**src/rtl/fp_minmax_reduce_if.sv**
```systemverilog
// Stream interface for fp_minmax_reduce: element input stream and result output.
// master = element producer / result consumer, slave = the reduction block.
interface fp_minmax_reduce_if #(
  parameter int W     = 32,
  parameter int IDX_W = 16
);
  logic             mode;
  logic             in_valid;
  logic             in_ready;
  logic             in_first;
  logic             in_last;
  logic [W-1:0]     in_data;
  logic             out_valid;
  logic             out_ready;
  logic [W-1:0]     out_data;
  logic [IDX_W-1:0] out_idx;
  logic             out_nan;

  modport master (
    output mode, in_valid, in_first, in_last, in_data, out_ready,
    input  in_ready, out_valid, out_data, out_idx, out_nan
  );

  modport slave (
    input  mode, in_valid, in_first, in_last, in_data, out_ready,
    output in_ready, out_valid, out_data, out_idx, out_nan
  );
endinterface

```
**src/rtl/fp_minmax_reduce.sv**
```systemverilog
// Streaming min/max reduction with first-occurrence index over IEEE-754-style values.
// Define FP_MINMAX_NAN_EN to make NaNs lose to every non-NaN and report all-NaN vectors.
module fp_minmax_reduce #(
  parameter int EXP_W = 8,
  parameter int MAN_W = 23,
  parameter int IDX_W = 16
) (
  input  logic               clk,
  input  logic               rstn,
  fp_minmax_reduce_if.slave  bus
);
  localparam int W = 1 + EXP_W + MAN_W;

  typedef enum logic [1:0] {IDLE, ACC, DONE} state_t;

  state_t           state_q;
  logic [W-1:0]     acc_q,  acc_d;
  logic [IDX_W-1:0] idx_q,  idx_d;
  logic [IDX_W-1:0] cnt_q,  cnt_d;
  logic             mode_q, mode_d;
  logic             out_valid_q;
  logic [W-1:0]     out_data_q;
  logic [IDX_W-1:0] out_idx_q;
  logic             in_ready;
  logic             accept;
  logic             start;
  logic             new_wins;

  // Unsigned key: positives above negatives, negatives reversed, so -0 < +0.
  function automatic logic [W-1:0] ord_key(input logic [W-1:0] x);
    return x[W-1] ? ~x : {1'b1, x[W-2:0]};
  endfunction

`ifdef FP_MINMAX_NAN_EN
  logic acc_nan_q, acc_nan_d;
  logic out_nan_q;
  logic new_nan;

  function automatic logic is_nan(input logic [W-1:0] x);
    return (&x[W-2:MAN_W]) && (|x[MAN_W-1:0]);
  endfunction

  localparam logic [W-1:0] CANON_NAN = {1'b0, {EXP_W{1'b1}}, 1'b1, {(MAN_W-1){1'b0}}};

  assign new_nan     = is_nan(bus.in_data);
  assign bus.out_nan = out_nan_q;
`else
  assign bus.out_nan = 1'b0;
`endif

  assign in_ready      = rstn && (state_q != DONE || bus.out_ready);
  assign accept        = bus.in_valid && in_ready;
  // Any beat outside an open vector starts a new one regardless of in_first.
  assign start         = accept && (state_q != ACC || bus.in_first);
  assign bus.in_ready  = in_ready;
  assign bus.out_valid = out_valid_q;
  assign bus.out_data  = out_data_q;
  assign bus.out_idx   = out_idx_q;

  always_comb begin
    new_wins = 1'b0;
`ifdef FP_MINMAX_NAN_EN
    if (new_nan)
      new_wins = 1'b0;
    else if (acc_nan_q)
      new_wins = 1'b1;
    else
`endif
    if (mode_q)
      new_wins = ord_key(bus.in_data) > ord_key(acc_q);
    else
      new_wins = ord_key(bus.in_data) < ord_key(acc_q);
  end

  always_comb begin
    acc_d  = acc_q;
    idx_d  = idx_q;
    cnt_d  = cnt_q;
    mode_d = mode_q;
`ifdef FP_MINMAX_NAN_EN
    acc_nan_d = acc_nan_q;
`endif
    if (start) begin
      acc_d  = bus.in_data;
      idx_d  = '0;
      cnt_d  = IDX_W'(1);
      mode_d = bus.mode;
`ifdef FP_MINMAX_NAN_EN
      acc_nan_d = new_nan;
`endif
    end else if (accept) begin
      if (new_wins) begin
        acc_d = bus.in_data;
        idx_d = cnt_q;
`ifdef FP_MINMAX_NAN_EN
        acc_nan_d = new_nan;
`endif
      end
      cnt_d = cnt_q + IDX_W'(1);
    end
  end

  always_ff @(posedge clk) begin
    if (!rstn) begin
      state_q     <= IDLE;
      acc_q       <= '0;
      idx_q       <= '0;
      cnt_q       <= '0;
      mode_q      <= 1'b0;
      out_valid_q <= 1'b0;
      out_data_q  <= '0;
      out_idx_q   <= '0;
`ifdef FP_MINMAX_NAN_EN
      acc_nan_q   <= 1'b0;
      out_nan_q   <= 1'b0;
`endif
    end else begin
      acc_q  <= acc_d;
      idx_q  <= idx_d;
      cnt_q  <= cnt_d;
      mode_q <= mode_d;
`ifdef FP_MINMAX_NAN_EN
      acc_nan_q <= acc_nan_d;
`endif
      if (accept) begin
        if (bus.in_last) begin
          state_q     <= DONE;
          out_valid_q <= 1'b1;
          out_data_q  <= acc_d;
          out_idx_q   <= idx_d;
`ifdef FP_MINMAX_NAN_EN
          // The accumulator stays NaN only when every element was NaN.
          out_nan_q <= acc_nan_d;
          if (acc_nan_d) begin
            out_data_q <= CANON_NAN;
            out_idx_q  <= '0;
          end
`endif
        end else begin
          state_q     <= ACC;
          out_valid_q <= 1'b0;
        end
      end else if (state_q == DONE && bus.out_ready) begin
        state_q     <= IDLE;
        out_valid_q <= 1'b0;
      end
    end
  end
endmodule

```
**src/flat_wrapper.sv**
```systemverilog
// flat-port wrapper written by rule: the top's interface ports become plain ports
module fp_minmax_reduce_flat 
#(
  parameter int EXP_W = 8,
  parameter int MAN_W = 23,
  parameter int IDX_W = 16
)
  (clk, rstn, bus_mode, bus_in_valid, bus_in_first, bus_in_last, bus_in_data, bus_out_ready, bus_in_ready, bus_out_valid, bus_out_data, bus_out_idx, bus_out_nan);
  fp_minmax_reduce_if #(.W(32), .IDX_W(IDX_W)) bus_i ();
  input  logic clk;
  input  logic rstn;
  input wire logic [$bits(bus_i.mode)-1:0] bus_mode;
  input wire logic [$bits(bus_i.in_valid)-1:0] bus_in_valid;
  input wire logic [$bits(bus_i.in_first)-1:0] bus_in_first;
  input wire logic [$bits(bus_i.in_last)-1:0] bus_in_last;
  input wire logic [$bits(bus_i.in_data)-1:0] bus_in_data;
  input wire logic [$bits(bus_i.out_ready)-1:0] bus_out_ready;
  output wire logic [$bits(bus_i.in_ready)-1:0] bus_in_ready;
  output wire logic [$bits(bus_i.out_valid)-1:0] bus_out_valid;
  output wire logic [$bits(bus_i.out_data)-1:0] bus_out_data;
  output wire logic [$bits(bus_i.out_idx)-1:0] bus_out_idx;
  output wire logic [$bits(bus_i.out_nan)-1:0] bus_out_nan;
  assign bus_i.mode = bus_mode;
  assign bus_i.in_valid = bus_in_valid;
  assign bus_i.in_first = bus_in_first;
  assign bus_i.in_last = bus_in_last;
  assign bus_i.in_data = bus_in_data;
  assign bus_i.out_ready = bus_out_ready;
  assign bus_in_ready = bus_i.in_ready;
  assign bus_out_valid = bus_i.out_valid;
  assign bus_out_data = bus_i.out_data;
  assign bus_out_idx = bus_i.out_idx;
  assign bus_out_nan = bus_i.out_nan;
  fp_minmax_reduce #(.EXP_W(EXP_W), .MAN_W(MAN_W), .IDX_W(IDX_W)) u_core (.clk(clk), .rstn(rstn), .bus(bus_i));
endmodule
```
**config.mk**
```make
export PLATFORM = sky130hd
export DESIGN_NAME = fp_minmax_reduce_flat
export DESIGN_NICKNAME = d
export VERILOG_FILES = /design/src/rtl/fp_minmax_reduce_if.sv /design/src/rtl/fp_minmax_reduce.sv /design/src/flat_wrapper.sv
export SDC_FILE = /design/constraint.sdc
export NUM_CORES = 1
export LEC_CHECK = 0
export CORE_UTILIZATION = 25
export CTS_CLUSTER_SIZE = 40
export DETAILED_ROUTE_END_ITERATION = 7
export GPL_TIMING_DRIVEN = 0
export HOLD_SLACK_MARGIN = 0.12
export PLACE_DENSITY_LB_ADDON = 0.1
export SLEW_MARGIN = 15
export SYNTH_ARGS = -nofsm -noshare
export SYNTH_HDL_FRONTEND = slang
export SYNTH_SLANG_ARGS = --single-unit
```
**constraint.sdc**
```tcl
create_clock -name clk -period 7.79 [get_ports clk]
set_clock_uncertainty 0.1 [all_clocks]
set_input_delay 1.1685 -clock clk [delete_from_list [all_inputs] [get_ports clk]]
set_output_delay 1.1685 -clock clk [all_outputs]
set_load 0.01 [all_outputs]
```
==> results of run 1 <==
==> routing by layer <==
layer	up-vias	global-route usage	routed length (µm)	share of wire
met5	-	0	0	0
met4	0	0.0485	164	0.0084
met3	9	0.0314	652	0.034
met2	93	0.243	8740	0.45
met1	2544	0.216	9890	0.51
li1	2851	-	-	-
==> area by class of cell <==
type,count,area (µm²),share of cell area
clock buffers,17,425,0.0514
repair buffers,86,861,0.104
well taps,330,413,0.0499
multi-input cells,530,3680,0.445
flip-flops and latches,115,2300,0.278
plain buffers,63,297,0.0358
inverters,33,124,0.0150
clock inverters,15,169,0.0204
==> Yosys cell counts (all sizes together) (33+ instances only) <==
cell type  instances  area, µm²
inv               33        124
a21oi             35        179
clkbuf            34        128
ha                33        413
dfxtp            115       2300
o21ai             41        209
nor2              48        180
nor4              34        213
xor2              41        359
o211ai            34        255
mux2i             33        330
nand2             82        308
==> power by group through the flow <==
stage	logic [µW]	clock network, µW	registers, µW
5_1_grt	342	855	637
4_1_cts	306	827	633
3_3_place_gp	305	0	647
3_5_place_dp	304	0	646
2_1_floorplan	195	0	646
6_report	302	805	633
==> how the worst max path moves through the flow <==
stage                     cells after the start  slack, ns                       to
after floorplan                              13       3.46    u_core.bus.out_idx[0]
after global placement                       13       2.46  u_core.bus.out_data[26]
after detailed placement                     13       2.45  u_core.bus.out_data[27]
after CTS                                    13       2.88  u_core.bus.out_data[26]
after global routing                         13       2.56          u_core.idx_q[3]
final                                        13       2.90  u_core.bus.out_data[26]
==> flip-flops by register name (all words and copies together), names as in the netlist <==
signal and cells:
u_core.acc_q 32, u_core.bus.out_data 32, u_core.bus.out_idx 16, u_core.cnt_q 16, u_core.idx_q 16, u_core.mode_q 1
u_core.state_q 2
==> through the flow <==
step / hold WS (ns) / instances / cell area [µm²] / worst slack [ns]
global route: 0.386 / 1189 / 8270 / 2.56
detailed placement: 0.361 / 1157 / 7680 / 2.45
floorplan: 0.348 / 741 / 6400 / 3.46
finish: 0.369 / 1189 / 8270 / 2.90
global placement: 0.362 / 1157 / 7680 / 2.46
CTS: 0.371 / 1189 / 8270 / 2.88
==> critical path, stage by stage <==
cell and delay [ns]:
clkbuf_1 0.31, buf_1 0.67, xor2_1 0.18, ha_1 0.36, nand4_1 0.15, nor4_1 0.48, a21boi_1 0.27, o31ai_1 0.13
a21oi_2 0.41, buf_2 0.37, buf_2 0.30, nor4_1 0.10, a211oi_2 0.23
==> kinds of logic after synthesis <==
logic type,after synthesis
simple gates,228
compound gates,162
flops,115
buf+inv,96
xor+xnor,73
fa+ha+maj,33
mux,33
other cells,1
==> out/qor.yml, run 1 <==
timing:
  finalCriticalPeriod_ns: 4.89
  setup_viol: 0
  fin_setup_tns_ns: 0
  worstMarginPinSlew_ns: 0.942
  fin_crit_sh: 0.628
  slew_viol_final: 0
  slew_headroom: 0.371
  grt_setup_unrepaired: "no"
  hold_viol_final: 0
  fmax_mhz: 205
critical_path:
  r2r-start: "u_core.acc_q[31]"
  crit_type: "primary input to register"
  r2r-end: "u_core.bus.out_data[26]"
  reg2reg_depth: 13
  worstPathMaxFanout: 10
  cp-end-kind: "register"
  cp-start-kind: "primary input"
  r2r_slack_ns: 3.41
  startpoint: "bus_in_data[31]"
  worst_ep_arrival_time_ns: 5.13
  crit_required_ns: 8.03
global_route:
  grt_max_degree: 17
  grt_pass1_wl_um: 31600
  track_usage: 0.157
  grt_overflow_total: 0
  grt_pass1_vias: 5605
  antenna_found_initial: 0
power:
  pwr-share-clk: 0.463
  swShare: 0.297
  p_leak_uw: 0.00306
  power_density_mw_per_mm2: 210
  p_int_uw: 1220
  p_comb_frac: 0.173
  p_sw_uw: 516
  vdd_drop_max_v: 0.0000977
  p_total_uw: 1740
  sequentialPowerShare: 0.364
layout:
  area_growth_pct: 29.2
  postLayoutCoreUtil: 0.329
  final_net_count: 918
  n_antenna_cell: 0
  drive_above_1_share: 0.100
  layout_commonest_cell: "dfxtp_1"
  layout_common_cells: "dfxtp_1 (115), clkdlybuf4s50_1 (86), nand2_1 (82)"
  n_fill_cell: 2656
hold_path:
  whs_endpoint: "u_core.idx_q[2]"
  min_path_type: "register to register"
  worstHoldStart: "u_core.idx_q[2]"
  worstHoldPathCells: 2
clocking:
  cts_tree: "done"
  cts-root-buf: "clkbuf_16"
  cts_num_sinks: 115
  worstSkewPairLatency_ns: 0.42
  holdBufCountCts: 0
  postCtsSetupBuffers: 0
  clk_path_buf_depth: 2
  clk_pin_slew_ns: 0.06
  cts_resized: 0
  htree_levels: 4
  cts_made_buffers: 17
floorplanning:
  fp.coreArea_mm2: 0.0252
  initial_utilization: 0.254
  io_pins: 90
  die_area_mm2: 0.0263
  fp.dieW_um: 162
  num_rows: 58
  die_h_um: 162
synth:
  synth_enable_flop_cells: 0
  synthSimpleGateAreaFrac: 0.170
  yosys_warnings: 0
  syn_inst: 741
  synth_compound_area_frac: 0.189
  synthDistinctLibCells: 47
  synth_xor_area_frac: 0.0998
  syn-num-nets: 813
  synth-seq-cells: 115
  avgSynthCellArea_um2: 8.64
  synthAdderAreaFrac: 0.0645
  yosysSeqAreaShare: 0.359
  muxShareOfSynthArea: 0.0516
  syn_area_mm2: 0.00640
  synth_ff_type: "dfxtp_1"
  async_flop_share: 0
  synth_top_family_by_area: "compound AO/OA/AOI/OAI gates"
route:
  detail-route-antenna-nets: 0
  avgRoutedWirePerCell_um: 16.4
  drt-initial-drc-count: 242
  vias: 5497
  wirelength_um: 19400
  viasPerCell: 4.62
  drtPass1Iterations: 4
  drc: 0
placement:
  place_congestion: 0.741
  numPortBuffers: 86
  dpl.hpwl_um: 14200
status:
  status: "complete, no violations"
job:
  cap_violations: 0
Note: power is estimated with default switching activity, not from simulation.
==> run 2: changes to the inputs <==
==> constraint.sdc (replaced) <==
create_clock -name clk -period 4.8 [get_ports clk]
set_clock_uncertainty 0.1 [all_clocks]
set_input_delay 0.72 -clock clk [delete_from_list [all_inputs] [get_ports clk]]
set_output_delay 0.72 -clock clk [all_outputs]
set_load 0.01 [all_outputs]
==> results of run 2 <==
Same layout as run 1 (identical final DEF). Status: complete, no violations.
Among the figures that moved: setup slack after placement 2.45 ns -> -0.0965 ns; setup slack after layout 2.90 ns -> 0.359 ns; register-to-register setup slack 3.41 ns -> 0.42 ns; total power 1740 µW -> 2820 µW; worst IR drop on VDD 0.0000977 V -> 0.000158 V
